<file path="src/rtl/proc_io_stream.sv">
// proc_io_stream: peripheral responder for the processor's one-hot I/O strobes.
// Per-port FWFT FIFOs feed io_in from ingress streams and capture io_out into egress streams.
module proc_io_stream #(
    parameter int NUIOIN = 4,
    parameter int NUIOOU = 4,
    parameter int NBIN   = 19,
    parameter int NBOUT  = 28,
    parameter int FDEPTH = 8,
    parameter int FAW    = 3
) (
    input  logic                     clk,
    input  logic                     rst,
    input  logic [NUIOIN*NBIN-1:0]   s_data,
    input  logic [NUIOIN-1:0]        s_valid,
    output logic [NUIOIN-1:0]        s_ready,
    input  logic [NUIOIN-1:0]        req_in,
    output logic [NBIN-1:0]          io_in,
    input  logic [NUIOOU-1:0]        out_en,
    input  logic [NBOUT-1:0]         io_out,
    output logic [NUIOOU*NBOUT-1:0]  m_data,
    output logic [NUIOOU-1:0]        m_valid,
    input  logic [NUIOOU-1:0]        m_ready,
    input  logic                     clr_err,
    output logic [NUIOIN-1:0]        underrun,
    output logic [NUIOOU-1:0]        overflow
);
    localparam logic [FAW:0]        LP_FULL   = (FAW+1)'(FDEPTH);
    localparam logic [FAW:0]        LP_ZERO   = {(FAW+1){1'b0}};
    localparam logic [FAW:0]        LP_CNT1   = (FAW+1)'(1);
    localparam logic [FAW-1:0]      LP_PTR1   = FAW'(1);
    localparam logic [NUIOIN-1:0]   LP_IN_ONE = NUIOIN'(1);
    localparam logic [NUIOOU-1:0]   LP_OU_ONE = NUIOOU'(1);

    // Isolate the lowest set bit so a protocol-violating multi-hot strobe touches one port only.
    logic [NUIOIN-1:0] w_rd_oh;
    logic [NUIOOU-1:0] w_wr_oh;
    assign w_rd_oh = req_in & (~req_in + LP_IN_ONE);
    assign w_wr_oh = out_en & (~out_en + LP_OU_ONE);

    logic [NBIN-1:0]   w_in_head [NUIOIN];
    logic [NUIOIN-1:0] w_in_ne;
    logic [NUIOIN-1:0] w_ur_set;
    logic [NUIOOU-1:0] w_of_set;
    logic [NUIOIN-1:0] r_underrun;
    logic [NUIOOU-1:0] r_overflow;

    for (genvar k = 0; k < NUIOIN; k++) begin : g_in
        logic [NBIN-1:0] r_mem [FDEPTH];
        logic [FAW-1:0]  r_wp;
        logic [FAW-1:0]  r_rp;
        logic [FAW:0]    r_cnt;
        logic            w_push;
        logic            w_pop;

        assign w_push       = s_valid[k] && (r_cnt != LP_FULL);
        assign w_pop        = w_rd_oh[k] && (r_cnt != LP_ZERO);
        assign w_ur_set[k]  = w_rd_oh[k] && (r_cnt == LP_ZERO);
        assign w_in_ne[k]   = (r_cnt != LP_ZERO);
        assign w_in_head[k] = r_mem[r_rp];
        assign s_ready[k]   = (r_cnt != LP_FULL);

        // Ingress storage; entries are only observable once counted, so no reset.
        always_ff @(posedge clk) begin
            if (w_push) begin
                r_mem[r_wp] <= s_data[k*NBIN +: NBIN];
            end else begin
                r_mem[r_wp] <= r_mem[r_wp];
            end
        end

        // Ingress pointers and occupancy.
        always_ff @(posedge clk or negedge rst) begin
            if (!rst) begin
                r_wp  <= {FAW{1'b0}};
                r_rp  <= {FAW{1'b0}};
                r_cnt <= LP_ZERO;
            end else begin
                r_wp <= w_push ? r_wp + LP_PTR1 : r_wp;
                r_rp <= w_pop  ? r_rp + LP_PTR1 : r_rp;
                case ({w_push, w_pop})
                    2'b10:   r_cnt <= r_cnt + LP_CNT1;
                    2'b01:   r_cnt <= r_cnt - LP_CNT1;
                    default: r_cnt <= r_cnt;
                endcase
            end
        end
    end

    for (genvar k = 0; k < NUIOOU; k++) begin : g_out
        logic [NBOUT-1:0] r_mem [FDEPTH];
        logic [FAW-1:0]   r_wp;
        logic [FAW-1:0]   r_rp;
        logic [FAW:0]     r_cnt;
        logic             w_push;
        logic             w_pop;

        // Full is judged before any same-cycle drain, so a write to a full FIFO is always dropped.
        assign w_push      = w_wr_oh[k] && (r_cnt != LP_FULL);
        assign w_of_set[k] = w_wr_oh[k] && (r_cnt == LP_FULL);
        assign w_pop       = m_ready[k] && (r_cnt != LP_ZERO);
        assign m_valid[k]  = (r_cnt != LP_ZERO);
        assign m_data[k*NBOUT +: NBOUT] = r_mem[r_rp];

        // Egress storage.
        always_ff @(posedge clk) begin
            if (w_push) begin
                r_mem[r_wp] <= io_out;
            end else begin
                r_mem[r_wp] <= r_mem[r_wp];
            end
        end

        // Egress pointers and occupancy.
        always_ff @(posedge clk or negedge rst) begin
            if (!rst) begin
                r_wp  <= {FAW{1'b0}};
                r_rp  <= {FAW{1'b0}};
                r_cnt <= LP_ZERO;
            end else begin
                r_wp <= w_push ? r_wp + LP_PTR1 : r_wp;
                r_rp <= w_pop  ? r_rp + LP_PTR1 : r_rp;
                case ({w_push, w_pop})
                    2'b10:   r_cnt <= r_cnt + LP_CNT1;
                    2'b01:   r_cnt <= r_cnt - LP_CNT1;
                    default: r_cnt <= r_cnt;
                endcase
            end
        end
    end

    // Same-cycle head selection; zero when no strobe or the selected FIFO is empty.
    always_comb begin
        io_in = {NBIN{1'b0}};
        for (int k = 0; k < NUIOIN; k++) begin
            io_in = io_in | ({NBIN{w_rd_oh[k] && w_in_ne[k]}} & w_in_head[k]);
        end
    end

    // Sticky error flags; a new event in the clearing cycle wins.
    always_ff @(posedge clk or negedge rst) begin
        if (!rst) begin
            r_underrun <= {NUIOIN{1'b0}};
            r_overflow <= {NUIOOU{1'b0}};
        end else if (clr_err) begin
            r_underrun <= w_ur_set;
            r_overflow <= w_of_set;
        end else begin
            r_underrun <= r_underrun | w_ur_set;
            r_overflow <= r_overflow | w_of_set;
        end
    end

    assign underrun = r_underrun;
    assign overflow = r_overflow;
endmodule

</file>
<file path="config.mk">
export PLATFORM = sky130hd
export DESIGN_NAME = proc_io_stream
export DESIGN_NICKNAME = d
export VERILOG_FILES = /design/src/rtl/proc_io_stream.sv
export SDC_FILE = /design/constraint.sdc
export NUM_CORES = 2
export LEC_CHECK = 0
export ABC_AREA = 1
export CORE_MARGIN = 10
export CORE_UTILIZATION = 28
export CTS_CLUSTER_DIAMETER = 100
export CTS_CLUSTER_SIZE = 25
export DETAILED_ROUTE_END_ITERATION = 6
export PLACE_DENSITY = 0.46
export SLEW_MARGIN = 10
export SYNTH_ARGS = -nofsm -noshare
export SYNTH_HDL_FRONTEND = slang
export SYNTH_SLANG_ARGS = --single-unit
</file>
<file path="constraint.sdc">
create_clock -name clk -period 6.7 [get_ports clk]
set_input_delay 1.005 -clock clk [delete_from_list [all_inputs] [get_ports clk]]
set_output_delay 1.005 -clock clk [all_outputs]
set_load 0.02 [all_outputs]
</file>
Word-level counts from Yosys, hierarchy flattened
Memory sizes are Yosys's and may differ from the RTL's. Cells that the tools add are included.

Memories kept: 8. Register bits: 88. Memory bits (writable): 1504. Output and inout port bits: 147. Input bits: 123.

Memories: g_out[0].r_mem (words 8, bits a word 28, read ports 1, clocked after memory_dff 0, wr ports 1, line 90) `logic [NBOUT-1:0] r_mem [FDEPTH];`; g_out[1].r_mem (words 8, bits a word 28, read ports 1, clocked after memory_dff 0, wr ports 1, line 90); g_out[2].r_mem (words 8, bits a word 28, read ports 1, clocked after memory_dff 0, wr ports 1, line 90); g_out[3].r_mem (words 8, bits a word 28, read ports 1, clocked after memory_dff 0, wr ports 1, line 90); g_in[0].r_mem (words 8, bits a word 19, read ports 1, clocked after memory_dff 0, wr ports 1, line 48) `logic [NBIN-1:0] r_mem [FDEPTH];`; g_in[1].r_mem (words 8, bits a word 19, read ports 1, clocked after memory_dff 0, wr ports 1, line 48); 2 more memories.

Eq/ne operators: 36. Reductions and logical operators: 52. Muxes and demuxes: 42. $add $sub $neg: 34. Bitwise gates (word level): 21.

Operator list (number): 28-bit two-way mux (4); 19-bit AND (4); 19-bit two-way mux (4); 4-bit one-hot mux with 2 select lines (8); 19-bit OR (3); 3-bit by 1-bit adder with 3-bit output (second input constant) (16); 4-bit by 1-bit adder with 4-bit output (second input constant) (10); 4-bit != test (second input constant) (8); 4-bit nonzero test (8); 4-bit by 1-bit subtractor with 4-bit output (second input constant) (8); 1-bit logical AND (24); 1-bit two-way mux (24); 2-bit by 1-bit equality test with 1-bit output (second input constant) (8); 2-bit equality test (second input constant) (8); 4-bit equality test (second input constant) (4); 4-bit zero test (4); 2-bit AND reduction (8); 2-bit nonzero test (8); 4-bit AND (2); 4-bit two-way mux (2); 0-bit != test (8); 4-bit inverter (2); 1-bit OR (8); 4-bit OR (2).

Depth between registers and ports, before layout
Depth in word-level cells: 8. Depth in mapped cells: 13. Depth with buffers taken out: 12.

Worst setup path before layout
Ideal clock, no wire load.

Path kind: input to register. From: in out_en[0]. To: mem g_out[3].r_mem[0][0] (enable). Required time: 6.252 ns. Cell stages on the path: 6. Library setup time: 0.448 ns. Arrival: 3.544 ns. Slack: 2.708 ns. Path through: inv_1 nand3_1 nor2_1 nand2_1 buf_2 nor3_1.

Cells in the longest elaborated chain, start to end: 7. Elaborated cells between the ends (all ways): 9.

Ends and longest elaborated chain: start, declared (line 18) `input logic [NUIOOU-1:0] out_en,`; 4-bit inverter (*) (line 38) `assign w_wr_oh = out_en & (~out_en + LP_OU_ONE);`; 4-bit by 1-bit adder with 4-bit output (*) (line 38); 4-bit AND (*) (line 38); 1-bit logical AND (*) (line 98) `assign w_push = w_wr_oh[k] && (r_cnt != LP_FULL);`; 1-bit two-way mux (on tied branches) (line 106, 109); 1-bit two-way mux (implied by the code) / 2-bit AND reduction (equally long branches); 1-bit OR (no source line) (*); end, declared (line 90).

Every way passes the cells marked *; elsewhere a longest branch is shown, timed or not.

Final worst setup path
From: reg g_in[3].r_rp[0]. To: out io_in[4].

Cells in the longest elaborated chain, start to end: 3.

Ends and longest elaborated chain: start, declared (line 50) `logic [FAW-1:0] r_rp;`; start signal, assigned (line 75) `r_rp <= {FAW{1'b0}};`; start signal, assigned (line 79) `r_rp <= w_pop ? r_rp + LP_PTR1 : r_rp;`; memory read 8 x 19 bit; 19-bit AND (line 135) `io_in = io_in | ({NBIN{w_rd_oh[k] && w_in_ne[k]}} & w_in_head[k]);`; 19-bit OR (line 135); end, declared (line 17) `output logic [NBIN-1:0] io_in,`.

No other way between the ends.

==> flow_summary_export.csv <==
group,metric,value,unit
run_status,run_status,"completed",
yosys,syn_inst,5354,
hold_path,min_path_type,"in2async",
yosys,synth_ff_type,"edfxtp_1",
global_route,track_usage,14.3,%
sta,setup_tns,0,ns
clock_network,cts_resized,0,
yosys,synth_cell_types,31,
global_route,antenna_found_initial,40,
floorplanning,initial_core_util,28.2,%
sta,final_max_slew_viol_count,0,
yosys,ys_ff_latch,1592,
setup_path,cp.required,5.69,ns
setup_path,crit_path_start_kind,"register",
floorplanning,die_h,505,um
yosys,ys_top_cells_by_area,"edfxtp_1 69%, nand2_1 7.3%, nand3_1 3.6%",
setup_path,critPathMaxFanout,56,
clock_network,cts_buffer_depth,3,
place,gp_congestion,0.819,
route,drt-total-wl,190,mm
final_layout,final_cells,8747,
sta,hold_viol_final,0,
power,p_leak,0.0278,uW
final_layout,drive_gt1_share,5.99,%
yosys,async_reset_ff_share,5.53,%
global_route,grt_max_degree,79,
route,first_iter_violations,3400,
clock_network,cts_num_sinks,1592,
clock_network,postCtsHoldBufs,0,
global_route,grt_pass1_vias,38400,
clock_network,clk_pin_slew,0.10,ns
floorplanning,io_pins,270,
clock_network,clock_latency,0.76,ns
sta,tightest_slew,1.17,ns
power,p_total,31100,uW
global_route,grt_overflow,0,
yosys,synth_edf_count,1504,
sta,maxSlewHeadroom,21.7,%
setup_path,crit_type,"reg2out",
yosys,ys_warn_count,0,
sta,period_share,76.7,%
route,wl_per_cell,21.7,um
floorplanning,die_w,505,um
clock_network,cts_setup_buffers,0,
sta,clock_skew,0.0532,ns
yosys,yosysMostFrequentCell,"edfxtp_1",
floorplanning,dieArea,255000,um^2
setup_path,arrival,4.13,ns
route,vias,39800,
route,drc,0,
global_route,grt_pass1_wl,275,mm
yosys,netlist_area,65800,um^2
yosys,netlist.area_leader.share,68.6,%
yosys,netlist_top_cells_count,"1504 x edfxtp_1, 1288 x nand2_1, 549 x inv_1, 473 x nand3_1, 299 x nor2_1",
setup_path,cp-end-kind,"output port",
sta,fmax,0.195,GHz
power,p_per_area,416,nW/um^2
yosys,avgSynthCellArea,12.3,um^2
floorplanning,rows,177,
route,firstDrtPassIters,5,
place,dp.final_hpwl,112,mm
final_layout,finalNetCount,5714,
sta,finalSetupViolCount,0,
sta,post-route-min-period,5.14,ns
yosys,synth_area_leader_cell,"edfxtp_1",
place,place_inst,8597,
flow_run,cap_violations,0,
place,portBuffers,269,
clock_network,cts_made_buffers,80,
route,drtAntennaViolNets,0,
clock_network,htree_num_levels,3,
route,vias_per_cell,4.55,
yosys,synth_fp_nets,5521,
clock_network,cts_tree,"built",
yosys,yosysSeqAreaShare,72.0,%
sta,rsz0062_at_grt,"false",
clock_network,cts_root_buf,"clkbuf_16",
floorplanning,core_region_area,233000,um^2
power,ir_drop,0.297,mV
final_layout,area_delta_synth_final,13.6,%
path summary, 6_finish.rpt:
check	slack [ns]	startpoint	depth (start not counted)	to
worst max register to register	3.70	g_out[1].r_cnt[1]	11	g_out[1].r_cnt[3]
min in group clk	0.51	g_out[2].r_cnt[3]	2	g_out[2].r_cnt[3]
worst min-delay path	0.23	rst	1	g_in[0].r_wp[2]
worst min register to register	0.51	g_out[2].r_cnt[3]	2	g_out[2].r_cnt[3]
max in group asynchronous	5.21	rst	2	g_out[2].r_rp[0]
worst max-delay path	1.56	g_in[3].r_rp[0]	12	io_in[4]
per-layer routing:
metal	part of all wire, %	up-vias	track usage (%)
li1	-	18800	-
met1	45	19900	19.4
met2	48	895	23.7
met3	5.2	197	2.47
met4	2.4	36	3.68
met5	0.12	-	0
area by class of cell:
type	instances	area, um^2
clock inverters	29	492
diodes	9	22.5
repair buffers	383	3540
clock buffers	112	2190
well taps	3132	3920
inverters	561	2110
multi-input cells	2929	15100
fillers	23300	158000
flip-flops and latches	1592	47400
state kept, by name (all words and copies together) (netlist names):
| signal | flops |
|---|---|
| g_in.r_mem | 608 |
| underrun | 4 |
| g_out.r_rp | 12 |
| g_out.r_wp | 12 |
| overflow | 4 |
| g_in.r_wp | 12 |
| g_in.r_rp | 12 |
| g_in.r_cnt | 16 |
| g_out.r_mem | 896 |
| g_out.r_cnt | 16 |
stage by stage:
stage / area [um^2] / hold WS, ns / setup WS, ns / util [%]
6_report: 74700 / 0.233 / 1.56 / 32.0
5_1_grt: 74700 / 0.228 / 1.32 / 32.0
4_1_cts: 74700 / 0.230 / 1.45 / 32.0
3_5_place_dp: 72000 / 0.494 / 1.91 / 30.9
3_3_place_gp: 72000 / 0.480 / 1.94 / 30.9
2_1_floorplan: 65800 / 0.463 / 2.71 / -
worst max-delay path: stages, from the launching register on:
cell	delay, ns
dfrtp_2	0.40
buf_4	0.24
inv_2	0.83
buf_4	0.41
nand2_1	0.08
nand3_1	0.07
nand2_1	0.17
nand2_1	0.15
nand3_1	0.10
nand2_1	0.12
inv_1	0.04
nand2_1	0.13
clkdlybuf4s50_1	0.64
cell usage in the layout (no fill, tap or decap), types with 114 or more instances in the layout:
master | synthesis | routed
nor2_1 | 299 | 259
buf_4 | 28 | 114
edfxtp_1 | 1504 | 1504
o22ai_1 | 228 | 228
nand2_1 | 1288 | 1288
clkdlybuf4s50_1 | 0 | 267
nand3_1 | 473 | 473
o21ai_0 | 257 | 257
inv_1 | 549 | 545
mux2i_1 | 224 | 224
cells by family after synthesis:
group,count (synthesis),synth area share (%)
and+or+nand+nor,2104,13.1
DFF,1592,72.0
buffers and inverters,833,5.66
AOI/OAI and AO/OA,510,4.38
muxes,224,3.41
xor gates and xnor gates,47,0.625
adders and majority gates,44,0.882
where the power goes:
| group | internal (uW) | total [uW] | switching [uW] | leakage (uW) |
|---|---|---|---|---|
| Combinational | 3830 | 12200 | 8330 | 0.0118 |
| Sequential | 12100 | 12900 | 822 | 0.0147 |
| Clock | 2630 | 6010 | 3380 | 0.00129 |
| Total | 18600 | 31100 | 12500 | 0.0278 |
No activity file was read; power rests on OpenSTA's default activity.
